$ cat src/rtl/dm_pkg.sv
// Shared definitions for the data-memory access sequencer:
// op encodings, FSM states and request-size decode.
package dm_pkg;

    localparam int DM_DEPTH = 64;
    localparam int DM_AW    = 6;

    localparam logic [2:0] OP_LB  = 3'b000;
    localparam logic [2:0] OP_LH  = 3'b001;
    localparam logic [2:0] OP_LW  = 3'b010;
    localparam logic [2:0] OP_SW  = 3'b011;
    localparam logic [2:0] OP_LBU = 3'b100;
    localparam logic [2:0] OP_LHU = 3'b101;
    localparam logic [2:0] OP_SB  = 3'b110;
    localparam logic [2:0] OP_SH  = 3'b111;

    typedef enum logic [1:0] {
        IDLE   = 2'd0,
        ACCESS = 2'd1,
        DONE   = 2'd2
    } state_t;

    // Number of bytes moved by an op: 1, 2 or 4.
    function automatic logic [2:0] op_size(input logic [2:0] op);
        logic [2:0] n;
        n = 3'd1;
        unique case (op)
            OP_LB, OP_LBU, OP_SB: n = 3'd1;
            OP_LH, OP_LHU, OP_SH: n = 3'd2;
            OP_LW, OP_SW:         n = 3'd4;
            default:              n = 3'd1;
        endcase
        return n;
    endfunction

    function automatic logic op_is_store(input logic [2:0] op);
        return (op == OP_SW) || (op == OP_SB) || (op == OP_SH);
    endfunction

endpackage

$ cat src/rtl/load_extend.sv
// Sign/zero extension of the assembled load accumulator
// according to the load op.
import dm_pkg::*;

module load_extend (
    input  logic [2:0]  i_op,
    input  logic [31:0] i_acc,
    output logic [31:0] o_ext
);

    // Pick extension from the op; word loads pass straight through.
    always_comb begin
        o_ext = i_acc;
        unique case (i_op)
            OP_LB:   o_ext = {{24{i_acc[7]}}, i_acc[7:0]};
            OP_LH:   o_ext = {{16{i_acc[15]}}, i_acc[15:0]};
            OP_LBU:  o_ext = {24'd0, i_acc[7:0]};
            OP_LHU:  o_ext = {16'd0, i_acc[15:0]};
            default: o_ext = i_acc;
        endcase
    end

endmodule

$ cat src/rtl/dm_access_unit.sv
// Multi-cycle byte-serial load/store sequencer between execute
// and the big-endian byte-wide data memory.
import dm_pkg::*;

module dm_access_unit #(
    parameter int DEPTH = DM_DEPTH,
    parameter int AW    = DM_AW
) (
    input  logic          CLK,
    input  logic          Reset,
    input  logic          start,
    input  logic [2:0]    op,
    input  logic [31:0]   DAddr,
    input  logic [31:0]   DataIn,
    output logic          busy,
    output logic          done,
    output logic          err,
    output logic [31:0]   DataOut,
    output logic [AW-1:0] mem_addr,
    output logic          mem_we,
    output logic [7:0]    mem_wdata,
    input  logic [7:0]    mem_rdata
);

    state_t        r_state;
    state_t        w_next;
    logic [2:0]    r_op;
    logic [31:0]   r_data;
    logic [2:0]    r_n;
    logic [1:0]    r_k;
    logic [AW-1:0] r_mem_addr;
    logic [31:0]   r_acc;
    logic [31:0]   r_dout;
    logic          r_err;

    logic [2:0]    w_size;
    logic [32:0]   w_end;
    logic          w_mis;
    logic          w_oor;
    logic          w_bad;
    logic          w_last;
    logic          w_store;
    logic [1:0]    w_idx;
    logic [31:0]   w_acc_next;
    logic [31:0]   w_ext;

    assign w_size  = op_size(op);
    // Last byte address, one bit wider so a 32-bit wrap cannot hide it.
    assign w_end   = {1'b0, DAddr} + {30'd0, w_size} - 33'd1;
    assign w_oor   = w_end > 33'(DEPTH - 1);
    assign w_mis   = ((w_size == 3'd2) && DAddr[0]) ||
                     ((w_size == 3'd4) && (DAddr[1:0] != 2'b00));
    assign w_bad   = w_mis || w_oor;

    assign w_store = op_is_store(r_op);
    assign w_last  = ({1'b0, r_k} == (r_n - 3'd1));
    // Big-endian: first access carries the most significant byte.
    assign w_idx   = r_n[1:0] - 2'd1 - r_k;
    assign w_acc_next = {r_acc[23:0], mem_rdata};

    load_extend u_ext (
        .i_op  (r_op),
        .i_acc (w_acc_next),
        .o_ext (w_ext)
    );

    // State register.
    always_ff @(posedge CLK) begin
        if (Reset)
            r_state <= IDLE;
        else
            r_state <= w_next;
    end

    // Next-state decode.
    always_comb begin
        w_next = r_state;
        unique case (r_state)
            IDLE:    if (start) w_next = w_bad ? DONE : ACCESS;
            ACCESS:  if (w_last) w_next = DONE;
            DONE:    w_next = IDLE;
            default: w_next = IDLE;
        endcase
    end

    // Store byte selection from the latched store data.
    always_comb begin
        mem_wdata = r_data[7:0];
        unique case (w_idx)
            2'd0: mem_wdata = r_data[7:0];
            2'd1: mem_wdata = r_data[15:8];
            2'd2: mem_wdata = r_data[23:16];
            2'd3: mem_wdata = r_data[31:24];
            default: mem_wdata = r_data[7:0];
        endcase
    end

    // Request latch, byte counter, address walk and load assembly.
    always_ff @(posedge CLK) begin
        if (Reset) begin
            r_op       <= OP_LB;
            r_data     <= 32'd0;
            r_n        <= 3'd1;
            r_k        <= 2'd0;
            r_mem_addr <= '0;
            r_acc      <= 32'd0;
            r_dout     <= 32'd0;
            r_err      <= 1'b0;
        end else begin
            unique case (r_state)
                IDLE: begin
                    if (start) begin
                        r_op   <= op;
                        r_data <= DataIn;
                        r_n    <= w_size;
                        r_k    <= 2'd0;
                        r_acc  <= 32'd0;
                        r_err  <= w_bad;
                        if (!w_bad)
                            r_mem_addr <= DAddr[AW-1:0];
                    end
                end
                ACCESS: begin
                    r_acc <= w_acc_next;
                    if (w_last) begin
                        if (!w_store)
                            r_dout <= w_ext;
                    end else begin
                        r_k        <= r_k + 2'd1;
                        r_mem_addr <= r_mem_addr + AW'(1);
                    end
                end
                default: ;
            endcase
        end
    end

    assign busy     = (r_state != IDLE);
    assign done     = (r_state == DONE);
    assign err      = r_err;
    assign DataOut  = r_dout;
    assign mem_addr = r_mem_addr;
    assign mem_we   = (r_state == ACCESS) && w_store;

endmodule

$ cat config.mk
export PLATFORM = sky130hd
export DESIGN_NAME = dm_access_unit
export DESIGN_NICKNAME = d
export VERILOG_FILES = /design/src/rtl/dm_pkg.sv /design/src/rtl/load_extend.sv /design/src/rtl/dm_access_unit.sv
export SDC_FILE = /design/constraint.sdc
export NUM_CORES = 1
export LEC_CHECK = 0
export ABC_CLOCK_PERIOD_IN_PS = 4000
export BUFFER_PORTS_ARGS = -buffer_cell sky130_fd_sc_hd__buf_2
export CORE_MARGIN = 5
export CORE_UTILIZATION = 40
export CTS_BUF_LIST = sky130_fd_sc_hd__clkbuf_2
export DETAILED_ROUTE_END_ITERATION = 6
export HOLD_SLACK_MARGIN = 0.02
export PLACE_DENSITY_LB_ADDON = 0.05
export REMOVE_ABC_BUFFERS = 1
export SLEW_MARGIN = 30
export SYNTH_ARGS = -nofsm -noshare
export SYNTH_HDL_FRONTEND = slang
export SYNTH_SLANG_ARGS = --single-unit
$ cat constraint.sdc
create_clock -name CLK -period 4 [get_ports CLK]
set_clock_uncertainty 0.1 [all_clocks]
set_input_delay 0.4 -clock CLK [delete_from_list [all_inputs] [get_ports CLK]]
set_output_delay 0.4 -clock CLK [all_outputs]
set_load 0.05 [all_outputs]
# Word-level counts from Yosys, hierarchy flattened

Memories as Yosys holds them, arrays and structs flattened.
Cells that the tools add are included.

Register bits: 105
Memories: 1
Bits in read-only memories: 24
Logic and storage cells: 71
Input port bits: 78

Memories:

| name             | depth | bits a word | read ports | clocked after memory_dff | write ports | line         | text |
|---|---|---|---|---|---|---|---|
| (name not given) | 8     | 3           | 1          | 0                        | 0           | dm_pkg.sv:27 | `unique case (op)` |

Multiplexer cells: 15
Equality and inequality tests: 18
Bitwise gates (word level): 1
Order comparisons: 1
$add $sub $neg: 7
Reductions and logical operators: 19

Operators with widths:

| kind                                                | count |
|---|---|
| one-hot mux 32 bit (4 select lines)                 | 1 |
| one-hot mux 24 bit (2 select lines)                 | 1 |
| adder 32 x 3 -> 33 bit                              | 1 |
| > comparator 33 x 6 -> 1 bit, second input constant | 1 |
| subtractor 33 x 1 -> 33 bit, second input constant  | 1 |
| one-hot mux 8 bit (4 select lines)                  | 1 |
| two-way mux 24 bit                                  | 1 |
| two-way mux 6 bit                                   | 3 |
| == test 3 bit, second input constant                | 5 |
| one-hot mux 6 bit (2 select lines)                  | 1 |
| two-way mux 2 bit                                   | 5 |
| inequality test 2 bit, second input constant        | 4 |
| one-hot mux 2 bit (2 select lines)                  | 2 |
| adder 6 x 1 -> 6 bit, second input constant         | 1 |
| == test 2 bit, second input constant                | 3 |
| == test 3 x 2 -> 1 bit, second input constant       | 2 |
| AND reduction 2 bit                                 | 3 |
| AND reduction 3 bit                                 | 2 |
| nonzero test 2 bit                                  | 3 |
| == test 2 x 1 -> 1 bit, second input constant       | 2 |
| zero test 2 bit                                     | 2 |
| logical OR 1 bit                                    | 4 |
| AND reduction 4 bit                                 | 1 |
| == test 2 x 3 -> 1 bit                              | 1 |
| 8 further kinds                                     | 10 |

# Depth between registers and ports, before layout

An unclocked memory read counts as a cell.

Word-level depth: 8
Mapped depth: 17

# Hierarchy

A second synthesis with hierarchy kept.

Cell total of the unflattened synthesis: 907
Area, all modules: 6625.1 um^2

Modules (own cells, without submodules):

| module         | instances | area an instance (um^2) | cells an instance |
|---|---|---|---|
| dm_access_unit | 1         | 6269.8                  | 840 |
| load_extend    | 1         | 355.3                   | 67 |

# Least setup slack after synthesis

OpenSTA, ideal clock, no wires.

Kind: input -> register
Start point: input op[2]
End point: register r_mem_addr[0], in the netlist mem_addr[0]
Data arrival time: 3.628 ns
Required time: 3.812 ns
Setup time: 0.088 ns
Stages on the path: 17
Path slack: 0.183 ns
Cells stage by stage: nand2b_1 > nand2b_1 > ha_1 > inv_1 > ha_1 > fa_1 > a211oi_2 > o21ai_2 > o21a_1 > or4_1 > a21oi_1 > nand4_1 > nor4b_2 > and4_1 > buf_6 > a211oi_2 > a311oi_2

Word-level cells in the longest chain between the ends: 7
Elaborated cells on any way between the ends: 12
Those cells by class: add/sub: 2; order compare: 1; eq/ne: 3; reduce/logical: 5; memory: 1

RTL lines:

| what                                                             | line                                       | text |
|---|---|---|
| from (decl)                                                      | dm_access_unit.sv:12                       | `input logic [2:0] op,` |
| memory read (8 x 3 bit) (*)                                      | -                                          |  |
| adder 32 x 3 -> 33 bit, or another cell as far along             | dm_access_unit.sv:49                       | `assign w_end = {1'b0, DAddr} + {30'd0, w_size} - 33'd1;` |
| subtractor 33 x 1 -> 33 bit, or another cell as far along        | dm_access_unit.sv:49                       |  |
| > comparator 33 x 6 -> 1 bit or logical OR 1 bit (tied branches) | dm_access_unit.sv:50, dm_access_unit.sv:51 |  |
| logical OR 1 bit (*)                                             | dm_access_unit.sv:53                       | `assign w_bad = w_mis \|\| w_oor;` |
| inequality test 2 bit (no source line) (*)                       | -                                          |  |
| AND reduction 4 bit (no source line) (*)                         | -                                          |  |
| to (signal assigned)                                             | dm_access_unit.sv:120                      | `r_mem_addr <= DAddr[AW-1:0];` |
| to (signal assigned)                                             | dm_access_unit.sv:130                      | `r_mem_addr <= r_mem_addr + AW'(1);` |
| to (decl)                                                        | dm_access_unit.sv:31                       | `logic [AW-1:0] r_mem_addr;` |

Every way passes the cells marked *; elsewhere a longest branch is shown, timed or not.
A chain may end at the register's enable or synchronous reset.

# Worst setup path in the final report

Start point: input op[0]
End point: register r_mem_addr[0], in the netlist mem_addr[0]

Same word-level chain as after synthesis.

==> metrics.txt <==
status=completed; Post-Synth XOR/XNOR Area=2.95%; count of cell types in the netlist=60; max incr delay on CP=0.52 ns; Top Ports=128; detailed placer's ending HPWL=13.7 mm; unrepaired setup endpoints after global routing=no; Post-Route WL=18.8 mm; via/cell ratio=5.39; Tightest Hold Check Type=in2reg; Hold Path End=mem_addr[1]$_SDFFE_PP0P_; worst r2r src=r_k[0]$_SDFFE_PP0P_; number of placement rows=45; Worst VDD drop=141 uV; critical path endpoint category=flip-flop; antenna violations before repair=0; fmax=261 MHz; filler cell count=1514; nets@finish=1094; power consumption=0.00223 W; TritonCTS clock tree=built; layout cells sized above 1=19.9%; Leak Pwr=3.37 nW; required time of the worst setup path=4.41 ns; n_diodes=0; Compound-Gate Fraction of Synth Area=25.0%; Total Die Area=18200 um^2; Cell Count, Final, Fillers Out=1195; ANT nets after route=0; first-pass detailed-route iteration total=4; vias in the first global route=6106; pre-CTS setup slack=-0.311 ns; Slew Viols, Final=0; Final min period=3.83 ns; setup TNS=0 ns; min setup slack post-route=0.167 ns; I/O Buffers=127; DRT iter0 DRCs=362; CP Buf/Inv Count=4; chip width=135 um; syn avg cell area=7.62 um^2; FFs w/ async S/R, synth=0%; critical path launch point type=input port; vias=6446; Tcrit/Tclk final=95.8%; root buf cell=clkbuf_2; routability congestion estimate=0.956; reg-to-reg critical path endpoint=DataOut[10]$_SDFFE_PP0P_; r2r setup slk=1.41 ns; mux contribution to synthesized area=3.69%; PD cells=287 nW/um^2; mapped cell area=6240 um^2; Max Cap Viol=0; largest net degree at the start of global routing=77; crit path cell chain=dlygate4sd3_1 > buf_2 > nand2b_1 > ha_1 > inv_1 > ha_1 > fa_1 > a211oi_2 > o21ai_2 > buf_4 > nand3_2 > nand4_1 > a31oi_1 > o2111ai_2 > nor4b_4 > and4_4 > a211oi_2 > a311oi_2; Seq/Total Area, Yosys=33.7%; first-pass GRT wire length=30.4 mm; main combinational cell family by area after synthesis=compound AO/OA/AOI/OAI gates; Worst-Margin Slew=0.879 ns; post-synthesis simple-gate area fraction=21.7%; Worst path top cell family by delay=compound AO/OA/AOI/OAI gates; WHS=0.136 ns; Total GRT Usage=20.1%; global route overflow=0; # placed instances=1131; clock-pin slew on the worst setup and hold paths=0.28 ns; adder-cell area share of the yosys netlist=7.54%; Syn-to-layout area delta=24.4%; CTS sink cnt=105; Post-synth EDFFs=0; DR WL/cell=15.7 um; Final setup viols=0; most frequent cells in the layout=138 x nand2_1, 127 x buf_2, 108 x a21oi_1, 105 x dfxtp_1, 79 x nor2_1; Reg2Reg Depth=8; hold_sp=DAddr[1]; number of remaining DRC errors=0; Core Box Area=15300 um^2; Crit-path slowest cell=dlygate4sd3_1; Max clock buf depth=2; H-tree levels=3; crit path max fanout=6; Synth Flop Type=dfxtp_1; most common cell after layout, fill and taps aside=nand2_1; Initial Util=40.9%; Clk Latency, worst-skew pair=0.59 ns; Slew headroom=41.1%; cts bufs inserted=9; Hold Crit Depth=3; CP Data Arrival Time=4.24 ns; final hold vios=0; Post-Syn Instances=818; critical path type=in2reg; Die Span Y=135 um; Syn. warnings=0; Seq cells post-synth=105
[logic make-up (layout without fill, tap and decap cells)]
kind of cell / after synthesis / in the layout
compound gates: 255 / 255
xor+xnor: 21 / 21
fa+ha+maj: 37 / 37
buf+inv: 88 / 254
flops: 105 / 105
mux: 13 / 13
simple gates: 299 / 299
[routing by layer]
layer / track usage, % / vias up / wire [um]
met5: 0 / - / 0
met4: 4.24 / 0 / 255
met3: 3.76 / 20 / 1070
met2: 31.3 / 200 / 8220
met1: 29.1 / 3012 / 9230
li1: - / 3214 / -
[flip-flops by register name, summed over array words and instances (netlist names)]
| name | flops |
|---|---|
| DataOut | 32 |
| err | 1 |
| mem_addr | 6 |
| r_acc | 24 |
| r_data | 32 |
| r_k | 2 |
| r_n | 3 |
| r_op | 3 |
| r_state | 2 |
[how the worst max path moves through the flow]
| stage | from | end | cells after the start |
|---|---|---|---|
| after global placement | op[2] | mem_addr[2]$_SDFFE_PP0P_ | 18 |
| after global routing | op[0] | mem_addr[4]$_SDFFE_PP0P_ | 19 |
| after detailed placement | op[2] | mem_addr[4]$_SDFFE_PP0P_ | 19 |
| after floorplan | op[2] | mem_addr[0]$_SDFFE_PP0P_ | 16 |
| after CTS | op[0] | mem_addr[0]$_SDFFE_PP0P_ | 18 |
| final | op[0] | mem_addr[0]$_SDFFE_PP0P_ | 18 |
[metrics by stage]
step / util, % / cell area (um^2)
2_1_floorplan: - / 6060
3_3_place_gp: 46.7 / 7120
3_5_place_dp: 46.7 / 7120
4_1_cts: 50.5 / 7710
5_1_grt: 50.9 / 7760
6_report: 50.9 / 7760
[synth_stat cells, drive strengths merged, types with 6 or more instances]
cell	number	area [um^2]
xnor2	12	105
nand3	16	80.1
buf	7	35.0
dfxtp	105	2100
o21a	7	52.6
xor2	9	78.8
nand4	12	75.1
nand2b	9	56.3
inv	43	161
a21oi	110	554
clkbuf	38	143
o21ai	54	274
ha	36	450
nand2	138	518
a211oi	13	123
mux4	8	180
a22oi	26	195
o211ai	12	90.1
o31ai	6	45.0
nor2	79	297
nor3	11	55.1
[what timing repair did]
item                                   4_1_cts  5_1_grt
endpoints found under the hold margin       55        0
gates resized for setup                      0        9
setup buffers                                0        1
hold buffers                                47        0
setup endpoints to repair                    0        8
[worst register-to-register path, stage by stage, from the launching register on]
cell	delay, ns
dfxtp_1	0.44
inv_1	0.07
ha_1	0.48
nor3_1	0.27
buf_4	0.18
nand3_1	0.09
buf_4	0.21
nor2_1	0.52
a21oi_1	0.12
[report_power, final]
part	switching, W	internal, W
registers	0.0000176	0.00108
clock network	0.000393	0.000103
logic	0.000380	0.000259
[area by class of cell]
class                   count  area [um^2]  share of cell area (%)
multi-input cells         625         3850                    49.6
flip-flops and latches    105         2100                    27.1
well taps                 211          264                    3.40
clock inverters             7         71.3                   0.919
repair buffers            195         1260                    16.3
inverters                  43          161                    2.08
clock buffers               9         45.0                   0.580
Note: power is estimated with default switching activity, not from simulation.
